--- config.mk ---
export PLATFORM = sky130hd
export DESIGN_NAME = id_ex_stage
export DESIGN_NICKNAME = d
export VERILOG_FILES = /design/src/rtl/riscv_pkg.sv /design/src/rtl/imm_gen.sv /design/src/rtl/id_ex_stage.sv
export SDC_FILE = /design/constraint.sdc
export NUM_CORES = 1
export LEC_CHECK = 0
export BUFFER_PORTS_ARGS = -buffer_cell sky130_fd_sc_hd__buf_2
export CORE_UTILIZATION = 45
export CTS_CLUSTER_SIZE = 28
export DETAILED_ROUTE_END_ITERATION = 8
export GPL_TIMING_DRIVEN = 0
export PLACE_DENSITY = 0.75
export SLEW_MARGIN = 20
export SYNTH_ARGS = -nofsm -noshare
export SYNTH_HDL_FRONTEND = slang
export SYNTH_HIERARCHICAL = 1
export SYNTH_SLANG_ARGS = --single-unit
export TNS_END_PERCENT = 1
--- constraint.sdc ---
create_clock -name i_clk -period 2.9 [get_ports i_clk]
set_input_delay 0.145 -clock i_clk [delete_from_list [all_inputs] [get_ports i_clk]]
set_output_delay 0.145 -clock i_clk [all_outputs]
set_load 0.03 [all_outputs]
--- src/rtl/riscv_pkg.sv ---
`default_nettype none
// ============================================================================
// Module   : riscv_pkg
// Brief    : Shared RV32 opcode constants, immediate formats and operand-use
//            decode helpers.
// Revision : 1.0 - initial release
// ============================================================================
package riscv_pkg;

    localparam logic [6:0] C_OP_LOAD   = 7'b0000011;
    localparam logic [6:0] C_OP_IMM    = 7'b0010011;
    localparam logic [6:0] C_OP_AUIPC  = 7'b0010111;
    localparam logic [6:0] C_OP_STORE  = 7'b0100011;
    localparam logic [6:0] C_OP_REG    = 7'b0110011;
    localparam logic [6:0] C_OP_LUI    = 7'b0110111;
    localparam logic [6:0] C_OP_BRANCH = 7'b1100011;
    localparam logic [6:0] C_OP_JALR   = 7'b1100111;
    localparam logic [6:0] C_OP_JAL    = 7'b1101111;
    localparam logic [6:0] C_OP_SYSTEM = 7'b1110011;

    typedef enum logic [2:0] {
        IMM_NONE = 3'd0,
        IMM_I    = 3'd1,
        IMM_S    = 3'd2,
        IMM_B    = 3'd3,
        IMM_U    = 3'd4,
        IMM_J    = 3'd5
    } imm_type_e;

    function automatic imm_type_e imm_type_of(input logic [6:0] opcode);
        imm_type_e t;
        case (opcode)
            C_OP_LOAD, C_OP_IMM, C_OP_JALR, C_OP_SYSTEM: t = IMM_I;
            C_OP_STORE:                                   t = IMM_S;
            C_OP_BRANCH:                                  t = IMM_B;
            C_OP_LUI, C_OP_AUIPC:                         t = IMM_U;
            C_OP_JAL:                                     t = IMM_J;
            default:                                      t = IMM_NONE;
        endcase
        return t;
    endfunction

    function automatic logic rs1_used(input logic [6:0] opcode);
        return !(opcode == C_OP_LUI || opcode == C_OP_AUIPC || opcode == C_OP_JAL);
    endfunction

    function automatic logic rs2_used(input logic [6:0] opcode);
        return (opcode == C_OP_REG || opcode == C_OP_STORE || opcode == C_OP_BRANCH);
    endfunction

endpackage
`default_nettype wire

--- src/rtl/imm_gen.sv ---
`default_nettype none
// ============================================================================
// Module   : imm_gen
// Brief    : Combinational RV32 immediate decoder, sign-extended to XLEN.
// Revision : 1.0 - initial release
// ============================================================================
module imm_gen
    import riscv_pkg::*;
#(
    parameter int XLEN = 32
) (
    input  logic [31:0]     i_instr,
    output logic [XLEN-1:0] o_imm
);

    imm_type_e   w_type;
    logic [31:0] w_imm32;

    assign w_type = imm_type_of(i_instr[6:0]);

    always_comb begin
        w_imm32 = 32'd0;
        case (w_type)
            IMM_I:   w_imm32 = {{20{i_instr[31]}}, i_instr[31:20]};
            IMM_S:   w_imm32 = {{20{i_instr[31]}}, i_instr[31:25], i_instr[11:7]};
            IMM_B:   w_imm32 = {{19{i_instr[31]}}, i_instr[31], i_instr[7],
                                i_instr[30:25], i_instr[11:8], 1'b0};
            IMM_U:   w_imm32 = {i_instr[31:12], 12'd0};
            IMM_J:   w_imm32 = {{11{i_instr[31]}}, i_instr[31], i_instr[19:12],
                                i_instr[20], i_instr[30:21], 1'b0};
            default: w_imm32 = 32'd0;
        endcase
    end

    generate
        if (XLEN > 32) begin : g_sext
            assign o_imm = {{(XLEN-32){w_imm32[31]}}, w_imm32};
        end else begin : g_native
            assign o_imm = w_imm32[XLEN-1:0];
        end
    endgenerate

endmodule
`default_nettype wire

--- src/rtl/id_ex_stage.sv ---
`default_nettype none
// ============================================================================
// Module   : id_ex_stage
// Brief    : ID/EX pipeline register with writeback bypass, immediate decode
//            and load-use stall detection.
// Revision : 1.0 - initial release
// ============================================================================
module id_ex_stage
    import riscv_pkg::*;
#(
    parameter int XLEN = 32
) (
    input  logic            i_clk,
    input  logic            i_rst_n,
    input  logic            i_clk_enable,
    input  logic            i_id_valid,
    input  logic [31:0]     i_id_instr,
    input  logic [XLEN-1:0] i_id_pc,
    output logic [4:0]      o_rs1_addr,
    output logic [4:0]      o_rs2_addr,
    input  logic [XLEN-1:0] i_rs1_data,
    input  logic [XLEN-1:0] i_rs2_data,
    input  logic            i_wb_reg_write,
    input  logic [4:0]      i_wb_addr,
    input  logic [XLEN-1:0] i_wb_data,
    input  logic            i_flush,
    output logic            o_stall,
    output logic            o_ex_valid,
    output logic [XLEN-1:0] o_ex_pc,
    output logic [XLEN-1:0] o_ex_rs1_data,
    output logic [XLEN-1:0] o_ex_rs2_data,
    output logic [XLEN-1:0] o_ex_imm,
    output logic [4:0]      o_ex_rd,
    output logic [4:0]      o_ex_rs1_addr,
    output logic [4:0]      o_ex_rs2_addr,
    output logic [6:0]      o_ex_opcode,
    output logic [2:0]      o_ex_funct3,
    output logic            o_ex_funct7b5,
    output logic            o_ex_mem_read
);

    logic [6:0]      w_opcode;
    logic [XLEN-1:0] w_imm;
    logic [XLEN-1:0] w_rs1_fwd;
    logic [XLEN-1:0] w_rs2_fwd;
    logic            w_rs1_hit;
    logic            w_rs2_hit;
    logic            w_no_rd;

    logic            valid_d,    valid_q;
    logic [XLEN-1:0] pc_d,       pc_q;
    logic [XLEN-1:0] rs1_data_d, rs1_data_q;
    logic [XLEN-1:0] rs2_data_d, rs2_data_q;
    logic [XLEN-1:0] imm_d,      imm_q;
    logic [4:0]      rd_d,       rd_q;
    logic [4:0]      rs1_addr_d, rs1_addr_q;
    logic [4:0]      rs2_addr_d, rs2_addr_q;
    logic [6:0]      opcode_d,   opcode_q;
    logic [2:0]      funct3_d,   funct3_q;
    logic            funct7b5_d, funct7b5_q;
    logic            mem_read_d, mem_read_q;

    assign w_opcode   = i_id_instr[6:0];
    assign o_rs1_addr = i_id_instr[19:15];
    assign o_rs2_addr = i_id_instr[24:20];

    imm_gen #(.XLEN(XLEN)) u_imm_gen (
        .i_instr (i_id_instr),
        .o_imm   (w_imm)
    );

    // x0 is hard-wired zero, so a writeback to it must never win over the file.
    assign w_rs1_fwd = (i_wb_reg_write && i_wb_addr != 5'd0 && i_wb_addr == o_rs1_addr)
                       ? i_wb_data : i_rs1_data;
    assign w_rs2_fwd = (i_wb_reg_write && i_wb_addr != 5'd0 && i_wb_addr == o_rs2_addr)
                       ? i_wb_data : i_rs2_data;

    assign w_rs1_hit = rs1_used(w_opcode) && (rd_q == o_rs1_addr);
    assign w_rs2_hit = rs2_used(w_opcode) && (rd_q == o_rs2_addr);
    assign o_stall   = valid_q && mem_read_q && (rd_q != 5'd0) && i_id_valid
                       && (w_rs1_hit || w_rs2_hit);

    assign w_no_rd = (w_opcode == C_OP_STORE) || (w_opcode == C_OP_BRANCH);

    always_comb begin
        valid_d    = valid_q;
        pc_d       = pc_q;
        rs1_data_d = rs1_data_q;
        rs2_data_d = rs2_data_q;
        imm_d      = imm_q;
        rd_d       = rd_q;
        rs1_addr_d = rs1_addr_q;
        rs2_addr_d = rs2_addr_q;
        opcode_d   = opcode_q;
        funct3_d   = funct3_q;
        funct7b5_d = funct7b5_q;
        mem_read_d = mem_read_q;
        // Clearing rd and mem_read on a bubble stops the stall re-triggering.
        if (i_flush || o_stall) begin
            valid_d    = 1'b0;
            rd_d       = 5'd0;
            mem_read_d = 1'b0;
        end else begin
            valid_d    = i_id_valid;
            pc_d       = i_id_pc;
            rs1_data_d = w_rs1_fwd;
            rs2_data_d = w_rs2_fwd;
            imm_d      = w_imm;
            rd_d       = w_no_rd ? 5'd0 : i_id_instr[11:7];
            rs1_addr_d = o_rs1_addr;
            rs2_addr_d = o_rs2_addr;
            opcode_d   = w_opcode;
            funct3_d   = i_id_instr[14:12];
            funct7b5_d = i_id_instr[30];
            mem_read_d = (w_opcode == C_OP_LOAD);
        end
    end

    always_ff @(posedge i_clk or negedge i_rst_n) begin
        if (!i_rst_n) begin
            valid_q    <= 1'b0;
            pc_q       <= '0;
            rs1_data_q <= '0;
            rs2_data_q <= '0;
            imm_q      <= '0;
            rd_q       <= 5'd0;
            rs1_addr_q <= 5'd0;
            rs2_addr_q <= 5'd0;
            opcode_q   <= 7'd0;
            funct3_q   <= 3'd0;
            funct7b5_q <= 1'b0;
            mem_read_q <= 1'b0;
        end else if (i_clk_enable) begin
            valid_q    <= valid_d;
            pc_q       <= pc_d;
            rs1_data_q <= rs1_data_d;
            rs2_data_q <= rs2_data_d;
            imm_q      <= imm_d;
            rd_q       <= rd_d;
            rs1_addr_q <= rs1_addr_d;
            rs2_addr_q <= rs2_addr_d;
            opcode_q   <= opcode_d;
            funct3_q   <= funct3_d;
            funct7b5_q <= funct7b5_d;
            mem_read_q <= mem_read_d;
        end
    end

    assign o_ex_valid    = valid_q;
    assign o_ex_pc       = pc_q;
    assign o_ex_rs1_data = rs1_data_q;
    assign o_ex_rs2_data = rs2_data_q;
    assign o_ex_imm      = imm_q;
    assign o_ex_rd       = rd_q;
    assign o_ex_rs1_addr = rs1_addr_q;
    assign o_ex_rs2_addr = rs2_addr_q;
    assign o_ex_opcode   = opcode_q;
    assign o_ex_funct3   = funct3_q;
    assign o_ex_funct7b5 = funct7b5_q;
    assign o_ex_mem_read = mem_read_q;

endmodule
`default_nettype wire
**After elaboration in Yosys (flattened, before gate mapping)**

Index checks and enable logic that the tools add are counted.

- Word-level logic and storage cells: 62
- Bits in registers: 156
- Bits of input ports: 171
- Output and inout port bits: 167

- Reductions and logical operators: 22
- Bitwise operators: 1
- Muxes and demuxes: 8
- Eq/ne operators: 19

Operator list:

| kind | number |
|---|---|
| $pmux 32 s5 | 1 |
| $mux 32 | 2 |
| $eq 7x7->1 const B | 4 |
| $eq 7x6->1 const B | 3 |
| $eq 5x5->1 | 4 |
| $pmux 3 s5 | 1 |
| $eq 7x5->1 const B | 2 |
| $mux 5 | 2 |
| $reduce_bool 5->1 | 2 |
| $logic_and 1x1->1 | 9 |
| $eq 7x2->1 const B | 1 |
| $logic_or 1x1->1 | 7 |
| $eq 3x2->1 const B | 2 |
| $eq 3x3->1 const B | 2 |
| $reduce_or 4->1 | 1 |
| $eq 3x1->1 const B | 1 |
| $mux 1 | 2 |
| $reduce_and 2->1 | 1 |
| $reduce_or 2->1 | 1 |
| $logic_not 1->1 | 1 |
| $not 1->1 | 1 |

**Logic depth before layout (Yosys ltp)**

Gate-level depths: netlist of the first run.

- Depth after elaboration: 10
- Depth in mapped cells: 7
- Gate-level depth less buffers: 5

**Hierarchy**

Netlist of the first run, hierarchy kept.

Modules (own cells, without submodules):

| module | seq. area each (um^2) | cells an instance | instances | area each (um^2) |
|---|---|---|---|---|
| id_ex_stage | 3903.7 | 544 | 1 | 6964.2 |
| imm_gen | 0.0 | 71 | 1 | 504.2 |

**Worst setup path before layout of the first run**

OpenSTA, ideal clock, no wires.

- Path type: reg-to-reg
- From: register rd_q[1], in the netlist o_ex_rd[1]
- To: register imm_q[25], in the netlist o_ex_imm[25]
- Slack: 0.383 ns
- Data arrival time: 2.390 ns
- Required time: 2.772 ns
- Path buffers: 2
- Setup time: 0.128 ns
- Period minus slack after synthesis: 2.517 ns
- Stages on the path, launching flop included: 8
- Cell sequence: dfrtp_1 -> or4_1 -> o2111ai_1 -> nor4_1 -> nor4_4 -> buf_4 -> buf_4 -> mux2_1

- Cells in the longest elaborated chain, start to end: 7
- Elaborated cells on any way between the ends: 12
- Those cells by class: 2 x eq/ne; 1 x bitwise; 9 x reduce/logical

RTL lines:

| element | line | source |
|---|---|---|
| start: declaration | id_ex_stage.sv:55 | `logic [4:0] rd_d, rd_q;` |
| start signal: assignment | id_ex_stage.sv:139 | `rd_q <= rd_d;` |
| $eq 5x5->1 (tied with other cells) | id_ex_stage.sv:78 | `assign w_rs1_hit = rs1_used(w_opcode) && (rd_q == o_rs1_addr);` |
| $logic_and 1x1->1, on equally long branches | id_ex_stage.sv:78, id_ex_stage.sv:79, id_ex_stage.sv:80 |  |
| $logic_or 1x1->1 / $logic_and 1x1->1 (equally long branches) | id_ex_stage.sv:81, id_ex_stage.sv:80 |  |
| $logic_and 1x1->1 * | id_ex_stage.sv:81 | `&& (w_rs1_hit \|\| w_rs2_hit);` |
| $logic_or 1x1->1 * | id_ex_stage.sv:99 | `if (i_flush \|\| o_stall) begin` |
| $not 1->1 (no line) * | -- |  |
| $reduce_and 2->1 (no line) * | -- |  |
| end signal: assignment | id_ex_stage.sv:138 | `imm_q <= imm_d;` |
| end: declaration | id_ex_stage.sv:54 | `logic [XLEN-1:0] imm_d, imm_q;` |

Mark *: on every way between the ends. The rest lies on a longest branch, timed or not.
A chain may end at the register's enable or synchronous reset.

**Worst setup path after layout of the first run**

- From: register rd_q[1], in the netlist o_ex_rd[1]
- To: register pc_q[16], in the netlist o_ex_pc[16]

- Cells in the longest elaborated chain, start to end: 7
- Elaborated cells on any way between the ends: 12
- Those cells by class: 2 x eq/ne; 1 x bitwise; 9 x reduce/logical

RTL lines:

| element | line | source |
|---|---|---|
| $eq 5x5->1 (tied with other cells) | id_ex_stage.sv:78 |  |
| $logic_and 1x1->1, on equally long branches | id_ex_stage.sv:78, id_ex_stage.sv:79, id_ex_stage.sv:80 |  |
| $logic_or 1x1->1 / $logic_and 1x1->1 (equally long branches) | id_ex_stage.sv:81, id_ex_stage.sv:80 |  |
| $logic_and 1x1->1 * | id_ex_stage.sv:81 |  |
| $logic_or 1x1->1 * | id_ex_stage.sv:99 |  |
| $not 1->1 (no line) * | -- |  |
| $reduce_and 2->1 (no line) * | -- |  |
| end signal: assignment | id_ex_stage.sv:135 | `pc_q <= pc_d;` |
| end: declaration | id_ex_stage.sv:51 | `logic [XLEN-1:0] pc_d, pc_q;` |

Marked as above.

==> results of run 1 <==
-- final timing paths --
| kind | from | endpoint | slack [ns] | cells after the start |
|---|---|---|---|---|
| worst max-delay path | o_ex_rd[1] | o_ex_pc[16] | 0.11 | 7 |
| worst min-delay path | i_id_instr[2] | o_ex_opcode[2] | 0.02 | 2 |
| worst max register to register | o_ex_rd[1] | o_ex_pc[16] | 0.11 | 7 |
| worst min register to register | o_ex_rs1_addr[2] | o_ex_rs1_addr[2] | 0.48 | 1 |
| max in group asynchronous | i_rst_n | o_ex_rs2_data[17] | 1.82 | 3 |
| min in group asynchronous | i_rst_n | o_ex_pc[10] | 0.26 | 2 |
-- metal layers --
| metal | track usage, % | up-vias |
|---|---|---|
| met2 | 45.6 | 276 |
| li1 | - | 3032 |
| met4 | 10.4 | 0 |
| met3 | 8.10 | 38 |
| met1 | 32.4 | 3282 |
| met5 | 0 | - |
-- area by class of cell --
class | instances | area (um^2) | area share (%)
Antenna cell | 1 | 2.50 | 0.0238
Buffer | 52 | 322 | 3.06
Clock buffer | 18 | 439 | 4.18
Clock inverter | 14 | 161 | 1.54
Inverter | 5 | 18.8 | 0.179
Multi-Input combinational cell | 402 | 3240 | 30.8
Sequential cell | 156 | 3900 | 37.2
Tap cell | 216 | 270 | 2.57
Timing Repair Buffer | 380 | 2140 | 20.4
-- cells in the final DEF (no fill, tap or decap), types with 12 or more instances in the layout --
master         Yosys  layout
mux2_1            46      46
mux2i_1           64      64
dlygate4sd3_1      0      41
a22oi_1           64      64
nor2_1            73      73
buf_2             12     344
xnor2_1           12      12
clkbuf_16          0      17
a21o_1            20      20
dfrtp_1          156     156
clkbuf_1          14      14
mux2_2            39      39
buf_4             12      12
-- metrics by stage --
stage | hold WS, ns | util, % | std cells | cell area (um^2) | setup TNS [ns]
2_1_floorplan | -0.151 | - | 615 | 7470 | 0
3_5_place_dp | 0.154 | 58.9 | 1169 | 9460 | 0
6_report | 0.0242 | 65.4 | 1244 | 10500 | 0
3_3_place_gp | 0.376 | 58.7 | 1168 | 9430 | -106.86
5_1_grt | 0.0222 | 65.4 | 1244 | 10500 | -0.0412
4_1_cts | 0.00688 | 65.3 | 1243 | 10500 | 0
-- power groups by stage --
| stage | registers, uW | clock network [uW] | logic, uW |
|---|---|---|---|
| 5_1_grt | 2540 | 2390 | 1580 |
| 4_1_cts | 2510 | 2310 | 1490 |
| 6_report | 2520 | 2270 | 1490 |
| 3_3_place_gp | 2540 | 0 | 1410 |
| 2_1_floorplan | 3010 | 0 | 416 |
| 3_5_place_dp | 2550 | 0 | 1440 |
-- timing repair --
action	in CTS	in global routing
setup buffers	1	0
pin swaps	1	0
hold buffers	41	0
endpoints found under the setup margin	7	39
gates resized for setup	0	5
hold endpoints to repair	115	0
-- cells in the mapped netlist (2+ instances only) --
| library cell | count | share of area, % |
|---|---|---|
| nand2_1 | 5 | 0.25 |
| nand3_1 | 6 | 0.40 |
| xor2_1 | 9 | 1.1 |
| xnor2_1 | 12 | 1.4 |
| mux2_1 | 46 | 6.9 |
| buf_1 | 7 | 0.35 |
| nor4bb_1 | 2 | 0.27 |
| buf_6 | 7 | 1.1 |
| a21oi_1 | 5 | 0.34 |
| a22o_1 | 9 | 1.1 |
| a32o_1 | 3 | 0.40 |
| nor2b_1 | 3 | 0.25 |
| nor4_1 | 2 | 0.17 |
| nor3_1 | 3 | 0.20 |
| and3_1 | 6 | 0.50 |
| clkbuf_1 | 14 | 0.70 |
| nand4_1 | 3 | 0.25 |
| buf_4 | 12 | 1.2 |
| dfrtp_1 | 156 | 52 |
| a211oi_1 | 2 | 0.20 |
| a211o_1 | 2 | 0.23 |
| nor2_1 | 73 | 3.7 |
| a22oi_1 | 64 | 6.4 |
| mux2i_1 | 64 | 8.6 |
| o211ai_1 | 2 | 0.20 |
| a21o_1 | 20 | 2.0 |
| mux2_2 | 39 | 5.9 |
| nand4b_1 | 2 | 0.23 |
| buf_2 | 12 | 0.80 |
| inv_1 | 4 | 0.20 |
| and2_1 | 7 | 0.59 |
-- cells by family after synthesis --
kind of cell              count (synthesis)  share of synthesized area [%]
DFF                                     156                           52.3
buffers and inverters                    57                           4.37
AOI/OAI and AO/OA                       115                           12.0
muxes                                   149                           21.4
xor gates and xnor gates                 21                           2.46
and+or+nand+nor                         117                           7.47
-- sequential cells by signal, indices dropped and copies added, names as in the netlist --
register / count
o_ex_funct3: 3
o_ex_funct7b5: 1
o_ex_imm: 32
o_ex_mem_read: 1
o_ex_opcode: 7
o_ex_pc: 32
o_ex_rd: 5
o_ex_rs1_addr: 5
o_ex_rs1_data: 32
o_ex_rs2_addr: 5
o_ex_rs2_data: 32
o_ex_valid: 1
==> impl_metrics.tcl, run 1 <==
set metrics [dict create \
    core_mm2 0.0161 \
    fin_crit_ns 2.79 \
    ys_dominant_reg_cell "dfrtp_1" \
    grt_max_degree 82 \
    drive_gt1_share_pct 43.3 \
    fin_crit_sh_pct 96.1 \
    die_x_um 131 \
    highest_layer "met4" \
    fmax_mhz 359 \
    synthArstFlopShare_pct 100 \
    grt_pass1_wl_um 34400 \
    row_count 46 \
    wl_um 23200 \
    dr_wl_met3_um 1740 \
    synthCells 615 \
    slew_headroom_pct 34.2 \
    drc 0 \
    first_iter_violations 325 \
    syn_area_per_cell_um2 12.1 \
    place_congestion 0.853 \
    globalRouteTotalUtil_pct 27.0 \
    wl_per_cell_um 18.6 \
    crit_type "reg -> reg" \
    place_hpwl_um 16900 \
    areaGrowthSynthToFinish_pct 40.6 \
    dieHeight_um 131 \
    crit_chain "or4_1 > o2111ai_1 > nor4_1 > nor4_4 > buf_4 > clkbuf_4 > mux2_2" \
    critPathBufInv 2 \
    yosys_warnings 6 \
    p_per_area_mw_per_mm2 597 \
    max_stage_delay_ns 0.54 \
    cts.sinks 156 \
    grt_pass1_vias 6495 \
    h-tree-depth 4 \
    worst_clock_skew_ns 0.00827 \
    synth_cell_types 45 \
    synth_edf_count 0 \
    clkPwrFrac_pct 36.1 \
    initial_core_util_pct 46.5 \
    cap_violations 0 \
    n_fill_cell 1266 \
    power.internal_uw 4250 \
    outcome "finished clean" \
    worst_setup_path_start_kind "flip-flop" \
    clock_path_buffers 2 \
    dr_wl_met2_um 11600 \
    ant_nets 0 \
    rsz0062_at_grt "true" \
    crit_arrival_ns 3.09 \
    power_frac_comb_pct 23.7 \
    numCtsBuffers 17 \
    total_power_uw 6270 \
    cts-root-buf "clkbuf_16" \
    setup_slack_ns 0.114 \
    portBuffers 337 \
    cp.required_ns 3.20 \
    hold_path.class "in -> reg" \
    synth-seq-cells 156 \
    dpl_worst_slack_ns 0.00903 \
    die_area_mm2 0.0171 \
    synth_fp_nets 786 \
    clock_latency_ns 0.42 \
    vias 6628 \
    wl_met1_um 9350 \
    gr-total-overflow 0 \
    io_pins 338 \
    via_per_inst 5.33 \
    leakagePower_uw 0.00561 \
    critPathSlowestCell "or4_1" \
    path_clk_slew_ns 0.07 \
    antenna_found_initial 1 \
    first_pass_iters 5 \
    seq_power_share_pct 40.1 \
    worstPathMaxFanout 10 \
    ys_seq_area_share_pct 52.3 \
    swShare_pct 32.2 \
    synth_area_mm2 0.00747 \
    cp_top_family "simple AND/OR/NAND/NOR gates" \
    final_max_slew_viol_count 0 \
    hold_violations 0 \
    setup_viol 0 \
    ir_drop_uv 444 \
    finalNetCount 1185 \
    p_sw_uw 2020 \
    endpoint_kind "flip-flop" \
    cts_tree "built" \
    worst_pin_slew_ns 0.982 \
]
Power figures use the tool's default switching activity.
==> run 2: changes to the inputs <==
--- a/config.mk
+++ b/config.mk
@@ -5,7 +5,7 @@
 export SDC_FILE = /design/constraint.sdc
 export NUM_CORES = 1
 export LEC_CHECK = 0
-export BUFFER_PORTS_ARGS = -buffer_cell sky130_fd_sc_hd__buf_2
+export BUFFER_PORTS_ARGS = -buffer_cell sky130_fd_sc_hd__clkbuf_2
 export CORE_UTILIZATION = 45
 export CTS_CLUSTER_SIZE = 28
 export DETAILED_ROUTE_END_ITERATION = 8
==> impl_metrics.tcl, run 2 (synthesized netlist as in run 1, its figures left out) <==
set metrics [dict create \
    rsz0062_at_grt "true" \
    cts-root-buf "clkbuf_16" \
    globalRouteTotalUtil_pct 27.3 \
    grt_pass1_vias 6591 \
    max_stage_delay_ns 0.55 \
    cts_tree "built" \
    antenna_cells 0 \
    r2r_end "o_ex_pc[10]" \
    drive_gt1_share_pct 43.4 \
    multiInputGateArea_mm2 0.00324 \
    first_iter_violations 346 \
    finalNetCount 1183 \
    dp_cells 1169 \
    endpoint_kind "flip-flop" \
    areaGrowthSynthToFinish_pct 39.9 \
    dpl_worst_slack_ns 0.00521 \
    core_mm2 0.0161 \
    place_congestion 0.840 \
    via_per_inst 5.29 \
    grt_pass1_wl_um 34900 \
    cts.sinks 156 \
    first_pass_iters 5 \
    leakagePower_uw 0.00567 \
    hold_path_end "o_ex_opcode[0]" \
    setup_slack_ns 0.103 \
    ir_drop_uv 416 \
    dieHeight_um 131 \
    r2r_slack_ns 0.10 \
    h-tree-depth 4 \
    total_power_uw 6190 \
    hold_path.class "in -> reg" \
    final_max_slew_viol_count 0 \
    crit_type "reg -> reg" \
    outcome "finished clean" \
    initial_core_util_pct 46.5 \
    final_cell_mix "clkbuf_2, dfrtp_1, nor2_1" \
    ant_nets 0 \
    worstPathMaxFanout 10 \
    cp.required_ns 3.21 \
    worst_setup_path_start_kind "flip-flop" \
    drc 0 \
    hold_violations 0 \
    setup_tns_ns 0 \
    gr-total-overflow 0 \
    final_common_cell "clkbuf_2" \
    worst_pin_slew_ns 1.01 \
    reg2reg_depth 7 \
    clock_latency_ns 0.42 \
    worst_clock_skew_ns 0.00775 \
    die_area_mm2 0.0171 \
    n_fill_cell 1253 \
    r2r_start "o_ex_rd[1]" \
    crit_arrival_ns 3.10 \
    grt_max_degree 80 \
    cap_violations 0 \
    clock_path_buffers 2 \
    fin_crit_ns 2.80 \
    final_cell_count_no_fill 1241 \
    path_clk_slew_ns 0.07 \
    hold_depth 2 \
    wl_per_cell_um 18.7 \
    vias 6570 \
    fin_crit_sh_pct 96.4 \
    final-seq-area_mm2 0.00390 \
    wl_um 23200 \
    slew_headroom_pct 32.3 \
    setup_viol 0 \
    row_count 46 \
    critPathSlowestCell "or4_1" \
    post-route-util_pct 65.1 \
    io_pins 338 \
    fmax_mhz 358 \
    hold_start "i_id_instr[0]" \
    antenna_found_initial 0 \
    place_hpwl_um 16800 \
    p_per_area_mw_per_mm2 593 \
    portBuffers 337 \
    die_x_um 131 \
    numCtsBuffers 17 \
    crit_chain "or4_1 > o2111ai_1 > nor4_1 > nor4_4 > buf_4 > clkbuf_4 > mux2_2" \
]
## run 2: cell type report
cell class	instances	share of cell area (%)
sequential	156	37.4
buffer	52	3.08
multi-input combinational	402	31.0
clock buffer	18	4.20
clock inverter	14	1.28
inverter	5	0.180
tap	216	2.59
timing repair buffer	378	20.3
## run 2: worst max-delay path by stage
stage,from,endpoint,slack (ns),cells past startpoint
floorplan,o_ex_rd[1],o_ex_imm[25],0.38,7
global placement,i_rst_n,o_ex_rs2_data[9],-1.09,1
detailed placement,o_ex_rd[1],o_ex_imm[27],0.005,7
CTS,o_ex_rd[1],o_ex_imm[27],0.12,7
global route,o_ex_rd[1],o_ex_pc[10],-0.02,7
finish,o_ex_rd[1],o_ex_pc[10],0.10,7
## run 2: power breakdown
part | switching, uW | internal, uW
combinational | 950 | 527
clock | 960 | 1220
sequential | 130 | 2400
## run 2: layer usage
| layer | vias to the layer above | track usage [%] | share of wire (%) |
|---|---|---|---|
| li1 | 3033 | - | - |
| met1 | 3216 | 33.8 | 41 |
| met2 | 293 | 45.9 | 50 |
| met3 | 28 | 7.21 | 7.3 |
| met4 | 0 | 9.87 | 1.9 |
| met5 | - | 0 | 0 |
## run 2: what timing repair did
| item | 4_1_cts | 5_1_grt |
|---|---|---|
| endpoints found under the hold margin | 116 | 0 |
| setup endpoints to repair | 17 | 50 |
| resized for setup | 0 | 5 |
| hold buffers | 39 | 0 |
| setup buffers | 1 | 0 |
| pin swaps | 1 | 0 |
## run 2: per-stage QoR
| stage | cell area [um^2] | hold slack, ns |
|---|---|---|
| after floorplan | 7470 | -0.151 |
| after global placement | 9430 | 0.376 |
| after detailed placement | 9460 | 0.213 |
| after CTS | 10400 | 0.00144 |
| after global routing | 10400 | 0.0158 |
| final | 10400 | 0.0228 |
## run 2: critical path, delay by kind of cell, from the launching register on
| kind | cells | cell delay (ns) |
|---|---|---|
| AND/OR/NAND/NOR | 3 | 1.09 |
| flip-flops | 1 | 0.47 |
| buffers and inverters | 2 | 0.46 |
| multiplexers | 1 | 0.37 |
| AO/OA/AOI/OAI | 1 | 0.29 |
==> run 3: changes to the inputs <==
--- a/config.mk
+++ b/config.mk
@@ -6,11 +6,12 @@
 export NUM_CORES = 1
 export LEC_CHECK = 0
 export BUFFER_PORTS_ARGS = -buffer_cell sky130_fd_sc_hd__clkbuf_2
-export CORE_UTILIZATION = 45
+export CORE_AREA = 2 2 130 132
 export CTS_CLUSTER_SIZE = 28
 export DETAILED_ROUTE_END_ITERATION = 8
+export DIE_AREA = 0 0 132 134
 export GPL_TIMING_DRIVEN = 0
-export PLACE_DENSITY = 0.75
+export PLACE_DENSITY = 0.76
 export SLEW_MARGIN = 20
 export SYNTH_ARGS = -nofsm -noshare
 export SYNTH_HDL_FRONTEND = slang
==> impl_metrics.tcl, run 3 (synthesized netlist as in run 1, its figures left out) <==
set metrics [dict create \
    outcome "finished clean" \
    grt_pass1_wl_um 36200 \
    dieHeight_um 134 \
    drive_gt1_share_pct 43.5 \
    wl_per_cell_um 18.4 \
    final_cell_mix "clkbuf_2, dfrtp_1, nor2_1" \
    portBuffers 337 \
    clock_latency_ns 0.42 \
    clock_path_buffers 2 \
    endpoint_kind "output pin" \
    core_mm2 0.0163 \
    worst_pin_slew_ns 0.941 \
    p_per_area_mw_per_mm2 593 \
    drc 0 \
    rsz0062_at_grt "true" \
    leakagePower_uw 0.00567 \
    clkPwrFrac_pct 35.6 \
    h-tree-depth 4 \
    final_max_slew_viol_count 0 \
    cp.required_ns 2.76 \
    power.internal_uw 4180 \
    setup_viol 0 \
    io_pins 338 \
    gr-total-overflow 0 \
    worst_clock_skew_ns 0.00982 \
    crit_arrival_ns 2.63 \
    antenna_cells 0 \
    ant_nets 0 \
    fin_crit_sh_pct 95.7 \
    crit_type "reg -> out" \
    fmax_mhz 360 \
    cap_violations 0 \
    fin_crit_ns 2.77 \
    worst_hold_slack_ns 0.0148 \
    p_sw_uw 2040 \
    finalNetCount 1184 \
    ir_drop_uv 434 \
    place_congestion 0.912 \
    worstPathMaxFanout 8 \
    wl_um 23000 \
    grt_max_degree 54 \
    via_per_inst 5.26 \
    cts.sinks 156 \
    final_common_cell "clkbuf_2" \
    path_clk_slew_ns 0.07 \
    swShare_pct 32.8 \
    numCtsBuffers 17 \
    seq_power_share_pct 40.7 \
    hold_violations 0 \
    globalRouteTotalUtil_pct 26.1 \
    row_count 47 \
    power_frac_comb_pct 23.7 \
    first_pass_iters 5 \
    grt_pass1_vias 6832 \
    slew_headroom_pct 37.0 \
    hold_path.class "in -> reg" \
    cts_tree "built" \
    vias 6550 \
    cts-root-buf "clkbuf_16" \
    initial_core_util_pct 45.8 \
    areaGrowthSynthToFinish_pct 40.3 \
    place_hpwl_um 17300 \
    die_area_mm2 0.0177 \
    antenna_found_initial 0 \
    die_x_um 132 \
    worst_setup_path_start_kind "flip-flop" \
    setup_tns_ns 0 \
    first_iter_violations 395 \
]
==> run 3: changes by cell type in the layout (fill, tap and decap cells not counted), sizes merged <==
cell | before | now
clkbuf | 373 | 372
clkinvlp | 1 | 3
inv | 10 | 9
clkinv | 7 | 5
buf | 36 | 39
==> run 3: per-layer routing <==
metal / part of all wire (%) / vias to the layer above / global-route usage, %
li1: - / 3038 / -
met1: 41 / 3236 / 32.6
met2: 51 / 249 / 44.8
met3: 6.4 / 27 / 6.35
met4: 1.8 / 0 / 8.21
met5: 0 / - / 0
==> run 3: final timing paths <==
path / slack, ns / endpoint / start / depth (start not counted)
setup / recovery: 0.13 / o_stall / o_ex_rd[1] / 6
hold / removal: 0.01 / o_ex_opcode[4] / i_id_instr[4] / 2
setup reg to reg: 0.17 / o_ex_imm[27] / o_ex_rd[1] / 7
hold reg to reg: 0.49 / o_ex_imm[22] / o_ex_imm[22] / 1
max in group asynchronous: 1.73 / o_ex_rs1_data[10] / i_rst_n / 4
min in group asynchronous: 0.24 / o_ex_pc[26] / i_rst_n / 2
==> run 3: through the flow <==
stage	instance area, um^2	utilization (%)	std cells	setup WS (ns)	total power, uW
floorplan	7470	-	615	0.383	3430
global placement	9430	57.9	1172	-1.07	3960
detailed placement	9490	58.3	1174	-0.0313	4000
CTS	10500	64.3	1246	0.0979	6250
global route	10500	64.3	1246	-0.0249	6470
finish	10500	64.3	1246	0.126	6210
==> run 3: layout make-up <==
class | instances | area (um^2)
buffer | 52 | 313
clock buffer | 19 | 453
clock inverter | 13 | 130
fill | 1324 | 5810
inverter | 5 | 18.8
multi-input combinational | 402 | 3240
sequential | 156 | 3900
tap | 220 | 275
timing repair buffer | 379 | 2150
==> run 3: power by group through the flow <==
| stage | logic [uW] | registers [uW] | clock network [uW] |
|---|---|---|---|
| after floorplan | 416 | 3010 | 0 |
| after global placement | 1400 | 2560 | 0 |
| after detailed placement | 1430 | 2570 | 0 |
| after CTS | 1480 | 2530 | 2240 |
| after global routing | 1570 | 2550 | 2350 |
| final | 1470 | 2530 | 2210 |
==> run 3: what timing repair did <==
| action | CTS | global route |
|---|---|---|
| pin swaps | 1 | 0 |
| hold buffers | 39 | 0 |
| resized for setup | 0 | 2 |
| setup endpoints to repair | 37 | 18 |
| endpoints found under the hold margin | 90 | 0 |
| buffers inserted | 1 | 0 |
==> run 3: worst max-delay path, cell delays in order (launching register included) <==
cell and delay (ns):
dfrtp_1 0.46, or4_1 0.54, o2111ai_1 0.28, nor4_1 0.17, nor2_1 0.47, inv_1 0.10, clkbuf_2 0.20
